**src/rtl/ssd_pkg.sv**
```systemverilog
// Shared constants and types for the 7-segment scan driver.
// hex7 patterns are active-low, ordered {g,f,e,d,c,b,a}.
`timescale 1ns/1ps
package ssd_pkg;

  localparam int NUM_DIGITS = 4;

  typedef logic [6:0] seg7_t;

  localparam seg7_t SEG_BLANK = 7'h7F;
  localparam logic [NUM_DIGITS-1:0] AN_OFF = 4'hF;

  localparam seg7_t HEX7_TABLE [0:15] = '{
    7'h40, 7'h79, 7'h24, 7'h30, 7'h19, 7'h12, 7'h02, 7'h78,
    7'h00, 7'h10, 7'h08, 7'h03, 7'h46, 7'h21, 7'h06, 7'h0E
  };

  // One frame's worth of display content, captured together so a frame never mixes values.
  typedef struct packed {
    logic [NUM_DIGITS-1:0][3:0] digit;
    logic [NUM_DIGITS-1:0]      dp;
  } snapshot_t;

endpackage

```
**src/rtl/hex_to_seg7.sv**
```systemverilog
// Combinational 4-bit value to active-low 7-segment pattern lookup.
`timescale 1ns/1ps
module hex_to_seg7
  import ssd_pkg::*;
(
  input  logic [3:0] hex,
  output seg7_t      seg
);

  // Plain table lookup; every 4-bit value has a defined glyph.
  always_comb begin
    seg = HEX7_TABLE[hex];
  end

endmodule

```
**src/rtl/ssd_scan_driver.sv**
```systemverilog
// Time-multiplexed scan driver for a 4-digit common-anode 7-segment display.
// Digits are captured once per frame and each slot starts with a blanking gap.
// Optional feature: SSD_LEADING_ZERO_BLANK_EN blanks leading zero digits 3..1.
`timescale 1ns/1ps
module ssd_scan_driver
  import ssd_pkg::*;
#(
  parameter int REFRESH_DIV  = 50000,
  parameter int BLANK_CYCLES = 500
)
(
  input  logic       clk,
  input  logic       reset,
  input  logic       en,
  input  logic [3:0] ssd0,
  input  logic [3:0] ssd1,
  input  logic [3:0] ssd2,
  input  logic [3:0] ssd3,
  input  logic [3:0] dp_in,
  output logic [3:0] an,
  output logic [6:0] seg,
  output logic       dp
);

  localparam int CNT_W = $clog2(REFRESH_DIV);
  localparam logic [CNT_W-1:0] CNT_MAX   = CNT_W'(REFRESH_DIV - 1);
  localparam logic [CNT_W-1:0] CNT_BLANK = CNT_W'(BLANK_CYCLES);

  logic [CNT_W-1:0]      cnt, cnt_next;
  logic [1:0]            idx, idx_next;
  snapshot_t             snap, snap_next;
  logic                  reload, reload_next;
  logic [3:0]            an_next;
  seg7_t                 seg_next;
  logic                  dp_next;
  logic [3:0]            digit_next;
  seg7_t                 digit_seg;
  logic [NUM_DIGITS-1:0] lz_blank;

  assign digit_next = snap_next.digit[idx_next];

  hex_to_seg7 u_hex_to_seg7 (
    .hex (digit_next),
    .seg (digit_seg)
  );

  // Advance the slot counter and digit index; capture a fresh snapshot at frame start or restart.
  always_comb begin
    cnt_next    = '0;
    idx_next    = '0;
    snap_next   = snap;
    reload_next = 1'b1;
    if (en) begin
      reload_next = 1'b0;
      if (cnt == CNT_MAX) begin
        cnt_next = '0;
        idx_next = idx + 2'd1;
      end else begin
        cnt_next = cnt + 1'b1;
        idx_next = idx;
      end
      if (reload || (cnt == CNT_MAX && idx == 2'd3)) begin
        snap_next.digit = {ssd3, ssd2, ssd1, ssd0};
        snap_next.dp    = dp_in;
      end
    end
  end

`ifdef SSD_LEADING_ZERO_BLANK_EN
  // A digit is blanked when it and every digit to its left are zero; digit 0 always shows.
  always_comb begin
    lz_blank    = '0;
    lz_blank[3] = (snap_next.digit[3] == 4'd0);
    lz_blank[2] = lz_blank[3] && (snap_next.digit[2] == 4'd0);
    lz_blank[1] = lz_blank[2] && (snap_next.digit[1] == 4'd0);
  end
`else
  assign lz_blank = '0;
`endif

  // Derive the next registered outputs from the next state so they move with cnt/idx.
  always_comb begin
    an_next  = AN_OFF;
    seg_next = SEG_BLANK;
    dp_next  = 1'b1;
    if (en && cnt_next >= CNT_BLANK) begin
      an_next  = ~(4'b0001 << idx_next);
      seg_next = lz_blank[idx_next] ? SEG_BLANK : digit_seg;
      dp_next  = ~snap_next.dp[idx_next];
    end
  end

  // State and output registers; reset forces the display dark immediately.
  always_ff @(posedge clk or posedge reset) begin
    if (reset) begin
      cnt    <= '0;
      idx    <= '0;
      snap   <= '0;
      reload <= 1'b1;
      an     <= AN_OFF;
      seg    <= SEG_BLANK;
      dp     <= 1'b1;
    end else begin
      cnt    <= cnt_next;
      idx    <= idx_next;
      snap   <= snap_next;
      reload <= reload_next;
      an     <= an_next;
      seg    <= seg_next;
      dp     <= dp_next;
    end
  end

endmodule
```
**config.mk**
```make
export PLATFORM = sky130hd
export DESIGN_NAME = ssd_scan_driver
export DESIGN_NICKNAME = d
export VERILOG_FILES = /design/src/rtl/ssd_pkg.sv /design/src/rtl/hex_to_seg7.sv /design/src/rtl/ssd_scan_driver.sv
export SDC_FILE = /design/constraint.sdc
export NUM_CORES = 1
export LEC_CHECK = 0
export ABC_AREA = 1
export BUFFER_PORTS_ARGS = -buffer_cell sky130_fd_sc_hd__buf_2
export CORE_ASPECT_RATIO = 1.25
export CORE_UTILIZATION = 52
export DETAILED_ROUTE_END_ITERATION = 8
export GPL_TIMING_DRIVEN = 0
export HOLD_SLACK_MARGIN = 0.03
export PLACE_DENSITY = 0.75
export SYNTH_ARGS = -nofsm -noshare
export SYNTH_HDL_FRONTEND = slang
export SYNTH_SLANG_ARGS = --single-unit
```
**constraint.sdc**
```tcl
create_clock -name clk -period 2.05 [get_ports clk]
set_input_delay 0.41 -clock clk [delete_from_list [all_inputs] [get_ports clk]]
set_output_delay 0.41 -clock clk [all_outputs]
set_load 0.05 [all_outputs]
```
==> results of run 1 <==
## report_power, final
group          total (W)  internal (W)  switching (W)
clock network   0.000633      0.000308       0.000325
logic           0.000399      0.000162       0.000237
registers        0.00109       0.00106      0.0000245
## state kept, by name (all words and copies together), names as in the netlist
signal / count
snap: 20
cnt: 16
seg: 7
an: 4
idx: 2
dp: 1
reload: 1
## worst max-delay path: stages, from the launching register on
cell and delay, ps:
dfrtp_1 390, nor2_1 120, nand2_1 130, nor2_4 210, nand3_2 110, nand2_4 120, nand2_4 70, buf_8 150
nand2_4 50, nand2_2 70, nand2_2 70, nand2_2 60, nor2_4 170, buf_4 140, ha_4 140, inv_4 40
nand2_1 70, nand3_1 80, nand3_1 100
## cells by family (layout without fill, tap and decap cells)
| logic type | after synthesis | count (layout) |
|---|---|---|
| adders and majority gates | 6 | 6 |
| buffers and inverters | 46 | 115 |
| AOI/OAI and AO/OA | 14 | 14 |
| DFF | 51 | 51 |
| and+or+nand+nor | 251 | 251 |
| xor gates and xnor gates | 4 | 4 |
## synth_stat cells, types with 3 or more instances
library cell,number,area [um2]
a21oi_1,3,15.0
buf_2,3,15.0
dfrtp_1,38,951
dfstp_2,13,342
ha_1,6,75.1
inv_1,33,124
inv_2,4,15.0
nand2_1,128,480
nand2_2,11,68.8
nand3_1,43,215
nand4_1,8,50.1
nor2_1,33,124
nor2_4,7,78.8
nor3_1,8,40.0
o21ai_0,5,25.0
xor2_1,4,35.0
## worst paths after layout
path                                         from                 to  slack, ps  depth (start not counted)
worst max register to register  cnt[12]$_DFF_PP0_   seg[0]$_DFF_PP1_       -300                         18
worst max-delay path            cnt[12]$_DFF_PP0_   seg[0]$_DFF_PP1_       -300                         18
worst min register to register  snap[1]$_DFF_PP0_  snap[1]$_DFF_PP0_        480                          2
max in group asynchronous                   reset       dp$_DFF_PP1_       1420                          3
worst min-delay path                        reset   cnt[2]$_DFF_PP0_         60                          2
min in group clk                         dp_in[1]  snap[1]$_DFF_PP0_        350                          3
## metal layers
metal	vias to the layer above	part of all wire [%]	global-route usage, %
li1	1321	-	-
met1	1299	39	30.3
met5	-	0	0
met2	76	55	47.4
met4	0	1.9	11.2
met3	14	3.2	3.76
## through the flow
| step | total power [W] | std cells | area (um2) |
|---|---|---|---|
| final | 0.00212 | 503 | 3690 |
| after global routing | 0.00222 | 503 | 3690 |
| after CTS | 0.00206 | 491 | 3510 |
| after detailed placement | 0.00138 | 469 | 3180 |
| after global placement | 0.00137 | 468 | 3160 |
| after floorplan | 0.00130 | 372 | 2910 |
## cell type report
class / count / area [um2] / share of cell area (%)
inverter: 39 / 149 / 4.03
multi-input combinational: 275 / 1610 / 43.7
tap: 62 / 77.6 / 2.10
timing repair buffer: 61 / 398 / 10.8
sequential: 51 / 1290 / 35.1
buffer: 7 / 61.3 / 1.66
clock buffer: 8 / 100 / 2.71
## timing repair
action / 4_1_cts / 5_1_grt
resized for setup: 28 / 32
buffers inserted: 14 / 12
pin swaps: 21 / 21
endpoints found under the setup margin: 10 / 12
==> results.md, run 1 <==
- H-tree levels: 2
- Skew-Pair Late Insertion Delay: approximately 310 ps
- Count of state elements after synthesis: between 50 and 60
- Starting Density: between 50% and 60%
- Syn. warnings: 0
- CTS Root Cell: clkbuf_8
- Final worst path period share: 115%
- GRT Util Overall: a little over a quarter
- Routability congestion estimate: roughly 0.79
- Wirelength per Cell: 14.7 um
- Post-Syn Instances: ~370
- Largest net degree at the start of global routing: 36
- Maximum clock frequency: 0.426 GHz
- # DRC: 0
- Row count: 29
- Worst Tran Pin Value: approximately 530 ps
- Grt ovf: 0
- Max-cap viol count: 0
- Crit path kind: flop to flop
- CP Launch Type: flop
- Seq/Total Area, Yosys: ~45%
- Synth Area in XOR/XNOR: 1.22%
- Post-cts hold buffer count: 0
- Detailed Routing Iterations Pass 1: 4
- IO buf count: 34
- Ys async rst share: 100%
- Diode count: 0
- Fill cells: 381
- Detailed Place HPWL: roughly 4.9 mm
- Area growth from synthesis to layout: 28.0%
- Main synth FF type: dfrtp_1
- CTS Sinks: 51
- Hold Path Class: primary input to async pin
- Mux cell area share after synthesis: 0%
- Post-Synth Simple-Gate Area: roughly two fifths
- Setup ws final: -299 ps
- Boundary Pins: 35
- Final #Nets: around 470
- Via count: approximately 2700
- Die Span Y: about 85 um
- CTS tree: built
- Cts bufs inserted: 5
- Core box area: between 5000 and 6000 um2
- Slew Limit Fails: 0
- Largest family of logic cells by synthesized area: simple AND/OR/NAND/NOR gates
- WHS: around 62 ps
- Final wirelength: approximately 7.4 mm
- Initial antenna violation count: 0
- Final Hold Vio Count: 0
- Post-route minimum period: approximately 2300 ps
- Setup WS pre-CTS: -364 ps
- Failing checks: setup timing
- Slew headroom: between 60 and 70%
- Post-route setup TNS: -2080 ps
- Vias per cell: about 5.4
- Antenna viol nets, final: 0
- Post-synth EDFFs: 0
- Worst Skew: ~3.5 ps
- PD cells: roughly 570 nW/um2
- Mapped Avg Cell Area: around 7.7 um2
- Area of the die: roughly 5800 um2
- Fraction of layout cells with a size suffix above 1: a little under two fifths
- Mapped Nets: around 400
- Commonest non-fill, non-tap cell in the layout: nand2_1
- Clock-pin slew on the worst setup and hold paths: 90 ps
- Most frequent cells in the layout: nand2_1 (99), nand3_1 (43), dfrtp_1 (37)
- Iter 0 DRT Violations: about 110
- Leakage: ~1.8 nW
- Crit-path max FO: 7
- Final Util: 71.1%
- Width of the die: 68.6 um
- Synth cell types: 35
- Peak supply drop: ~0.58 mV
- Vias in the first global route: 2549
- # setup viols final: 11
- Synth Area in Adders: under 10%
- Longest Clk Path Bufs: 2
- CP Capture Type: flop
- Synth Area in Compound Gates: under 10%
- Netlist Area Pre-Place: a little under 3000 um2
- First-pass GRT wire length: roughly 11 mm
- Req. time, crit path: 2300 ps
- Critical Path AT: roughly 2600 ps
- RSZ-0062 raised after global routing: true
- Status: complete, but fails checks
No activity file was read; power rests on OpenSTA's default activity.
==> run 2: changes to the inputs <==
--- a/config.mk
+++ b/config.mk
@@ -8,11 +8,12 @@
 export ABC_AREA = 1
 export BUFFER_PORTS_ARGS = -buffer_cell sky130_fd_sc_hd__buf_2
 export CORE_ASPECT_RATIO = 1.25
-export CORE_UTILIZATION = 52
+export CORE_UTILIZATION = 60
 export DETAILED_ROUTE_END_ITERATION = 8
 export GPL_TIMING_DRIVEN = 0
 export HOLD_SLACK_MARGIN = 0.03
-export PLACE_DENSITY = 0.75
+export PLACE_DENSITY = 0.82
 export SYNTH_ARGS = -nofsm -noshare
 export SYNTH_HDL_FRONTEND = slang
 export SYNTH_SLANG_ARGS = --single-unit
+export TNS_END_PERCENT = 100
==> constraint.sdc (replaced) <==
create_clock -name clk -period 2.8 [get_ports clk]
set_input_delay 0.56 -clock clk [delete_from_list [all_inputs] [get_ports clk]]
set_output_delay 0.56 -clock clk [all_outputs]
set_load 0.05 [all_outputs]
==> results.md, run 2 (synthesis results as in run 1) <==
- # setup viols final: 0 (-11)
- Crit-path max FO: 10 (+3)
- Logic pwr share: 15.0% (-3.8 points)
- Sw Share: 26.7% (-0.95 points)
- Die Span Y: 79.5 um (-6.7%)
- Clock-pin slew on the worst setup and hold paths: 80 ps (about the same)
- Biggest regs: snap: 20 flops, cnt: 16 flops, seg: 7 flops
- Crit path kind: flop to flop
- GRT Util Overall: 28.4% (+1.9 points)
- Fill cells: 377 (-1.0%)
- CTS Sinks: 51 (unchanged)
- Vias in the first global route: 2542 (-0.27%)
- Critical Path AT: 2790 ps (+190 ps)
- Via count: 2511 (-7.3%)
- Commonest non-fill, non-tap cell in the layout: nand2_1
- Worst Skew: 5.17 ps (+1.67 ps)
- Final Hold Vio Count: 0 (unchanged)
- Cts bufs inserted: 5 (unchanged)
- Starting Density: 64.2% (+8.6 points)
- First-pass GRT wire length: 11.0 mm (-3.8%)
- Slew Limit Fails: 0 (unchanged)
- H-tree levels: 2 (unchanged)
- Worst Tran Pin Value: 523 ps (-5.29 ps)
- Core box area: 4490 um2 (-13%)
- Area growth from synthesis to layout: 12.1%
- IO buf count: 34 (unchanged)
- Diode count: 0 (unchanged)
- Boundary Pins: 35 (unchanged)
- Grt ovf: 0 (unchanged)
- Initial antenna violation count: 0 (unchanged)
- Routability congestion estimate: 0.836 (+5.8%)
- PD cells: 433 nW/um2 (-25%)
- Max-cap viol count: 0 (unchanged)
- Total power: 0.00140 W (-34%)
- Max reg flops: 20 (unchanged)
- Status: completed
- Clock power frac: 28.5% (-1.4 points)
- Most frequent cells in the layout: nand2_1 (128), nand3_1 (43), dfrtp_1 (38)
- Fraction of layout cells with a size suffix above 1: 22.4% (-15 points)
- CTS tree: built
- Vias per cell: 5.31 (-1.5%)
- Largest net degree at the start of global routing: 46 (+28%)
- RSZ-0062 raised after global routing: false
- Final #Nets: 443 (-5.5%)
- Post-route setup TNS: 0 ps (+2080 ps)
- # DRC: 0 (unchanged)
- Longest Clk Path Bufs: 2 (unchanged)
- Final Util: 71.9% (+0.79 points)
- Iter 0 DRT Violations: 145 (+29%)
- Detailed Routing Iterations Pass 1: 4 (unchanged)
- Sequential power share: 56.5% (+5.2 points)
- Antenna viol nets, final: 0 (unchanged)
- CP Capture Type: flop
- CTS Root Cell: clkbuf_8
- Detailed Place HPWL: 4.83 mm (-1.8%)
- Final worst path period share: 91.4% (-23 points)
- Post-route minimum period: 2560 ps (+211 ps)
- Post-cts hold buffer count: 0 (unchanged)
- Req. time, crit path: 3030 ps (+730 ps)
- Width of the die: 64.0 um (-6.7%)
- Wirelength per Cell: 13.4 um (-8.4%)
- Final wirelength: 6.35 mm (-14%)
- Leakage: 1.61 nW (-10%)
- Hold Path Class: primary input to async pin
- Net Sw Power: 0.000373 W (-36%)
- CP Launch Type: flop
- Top reg by flops: snap
- Internal: 0.00102 W (-33%)
- Skew-Pair Late Insertion Delay: 300 ps (about the same)
- Area of the die: 5090 um2 (-13%)
- Peak supply drop: 0.384 mV (-33%)
- Maximum clock frequency: 0.391 GHz (-8.2%)
- Row count: 27 (-6.9%)
- Slew headroom: 65.1% (+0.35 points)
run 2: worst paths after layout:
path	start	to	slack, ps	cells after the start
worst max-delay path	cnt[0]$_DFF_PP0_	seg[3]$_DFF_PP1_	240	18
worst min-delay path	reset	cnt[0]$_DFF_PP0_	140	2
worst max register to register	cnt[0]$_DFF_PP0_	seg[3]$_DFF_PP1_	240	18
worst min register to register	cnt[0]$_DFF_PP0_	cnt[0]$_DFF_PP0_	460	1
max in group asynchronous	reset	dp$_DFF_PP1_	2140	3
min in group clk	cnt[0]$_DFF_PP0_	cnt[0]$_DFF_PP0_	460	1
run 2: metrics by stage:
step                instances  worst slack (ps)  hold slack (ps)  instance area, um2
floorplan                 372               622              432                2880
global placement          464               301              448                3130
detailed placement        465               218              454                3150
CTS                       473               188              136                3230
global route              473              10.8              144                3230
finish                    473               240              136                3230
run 2: cell type report:
cell class | instances | area [um2] | area share (%)
flip-flops and latches | 51 | 1290 | 40.0
plain buffers | 7 | 41.3 | 1.28
clock buffers | 7 | 76.3 | 2.36
multi-input cells | 275 | 1410 | 43.6
clock inverters | 1 | 5.00 | 0.155
inverters | 39 | 146 | 4.53
well taps | 58 | 72.6 | 2.25
repair buffers | 35 | 190 | 5.88
run 2: layer usage:
| layer | part of all wire, % | global-route usage, % | vias to the layer above |
|---|---|---|---|
| met2 | 55 | 54.1 | 48 |
| met5 | 0 | 0 | - |
| met4 | 2.6 | 12.5 | 0 |
| li1 | - | - | 1263 |
| met3 | 3.3 | 4.57 | 18 |
| met1 | 39 | 30.4 | 1182 |
run 2: critical path: stages, from the launching register on:
cell	delay [ps]
dfrtp_1	380
ha_1	200
nand3_2	170
nor2_4	210
nand3_2	90
nand2_2	100
nand2_2	70
buf_2	180
nand2_1	80
nand2_1	60
nand2_1	60
nand2_1	90
nor2_4	140
inv_1	80
ha_1	230
o21ai_2	100
nand2_1	80
nand2_1	80
nand3_1	70
run 2: power by group through the flow:
stage	clock network [W]	logic (W)	registers [W]
3_5_place_dp	0	0.000206	0.000803
2_1_floorplan	0	0.000149	0.000800
6_report	0.000399	0.000210	0.000790
5_1_grt	0.000431	0.000241	0.000793
4_1_cts	0.000409	0.000208	0.000789
3_3_place_gp	0	0.000195	0.000802
run 2: timing repair:
action                                  in CTS  in global routing
resized for setup                            0                  1
endpoints found under the setup margin       0                  2
buffers inserted                             0                  0
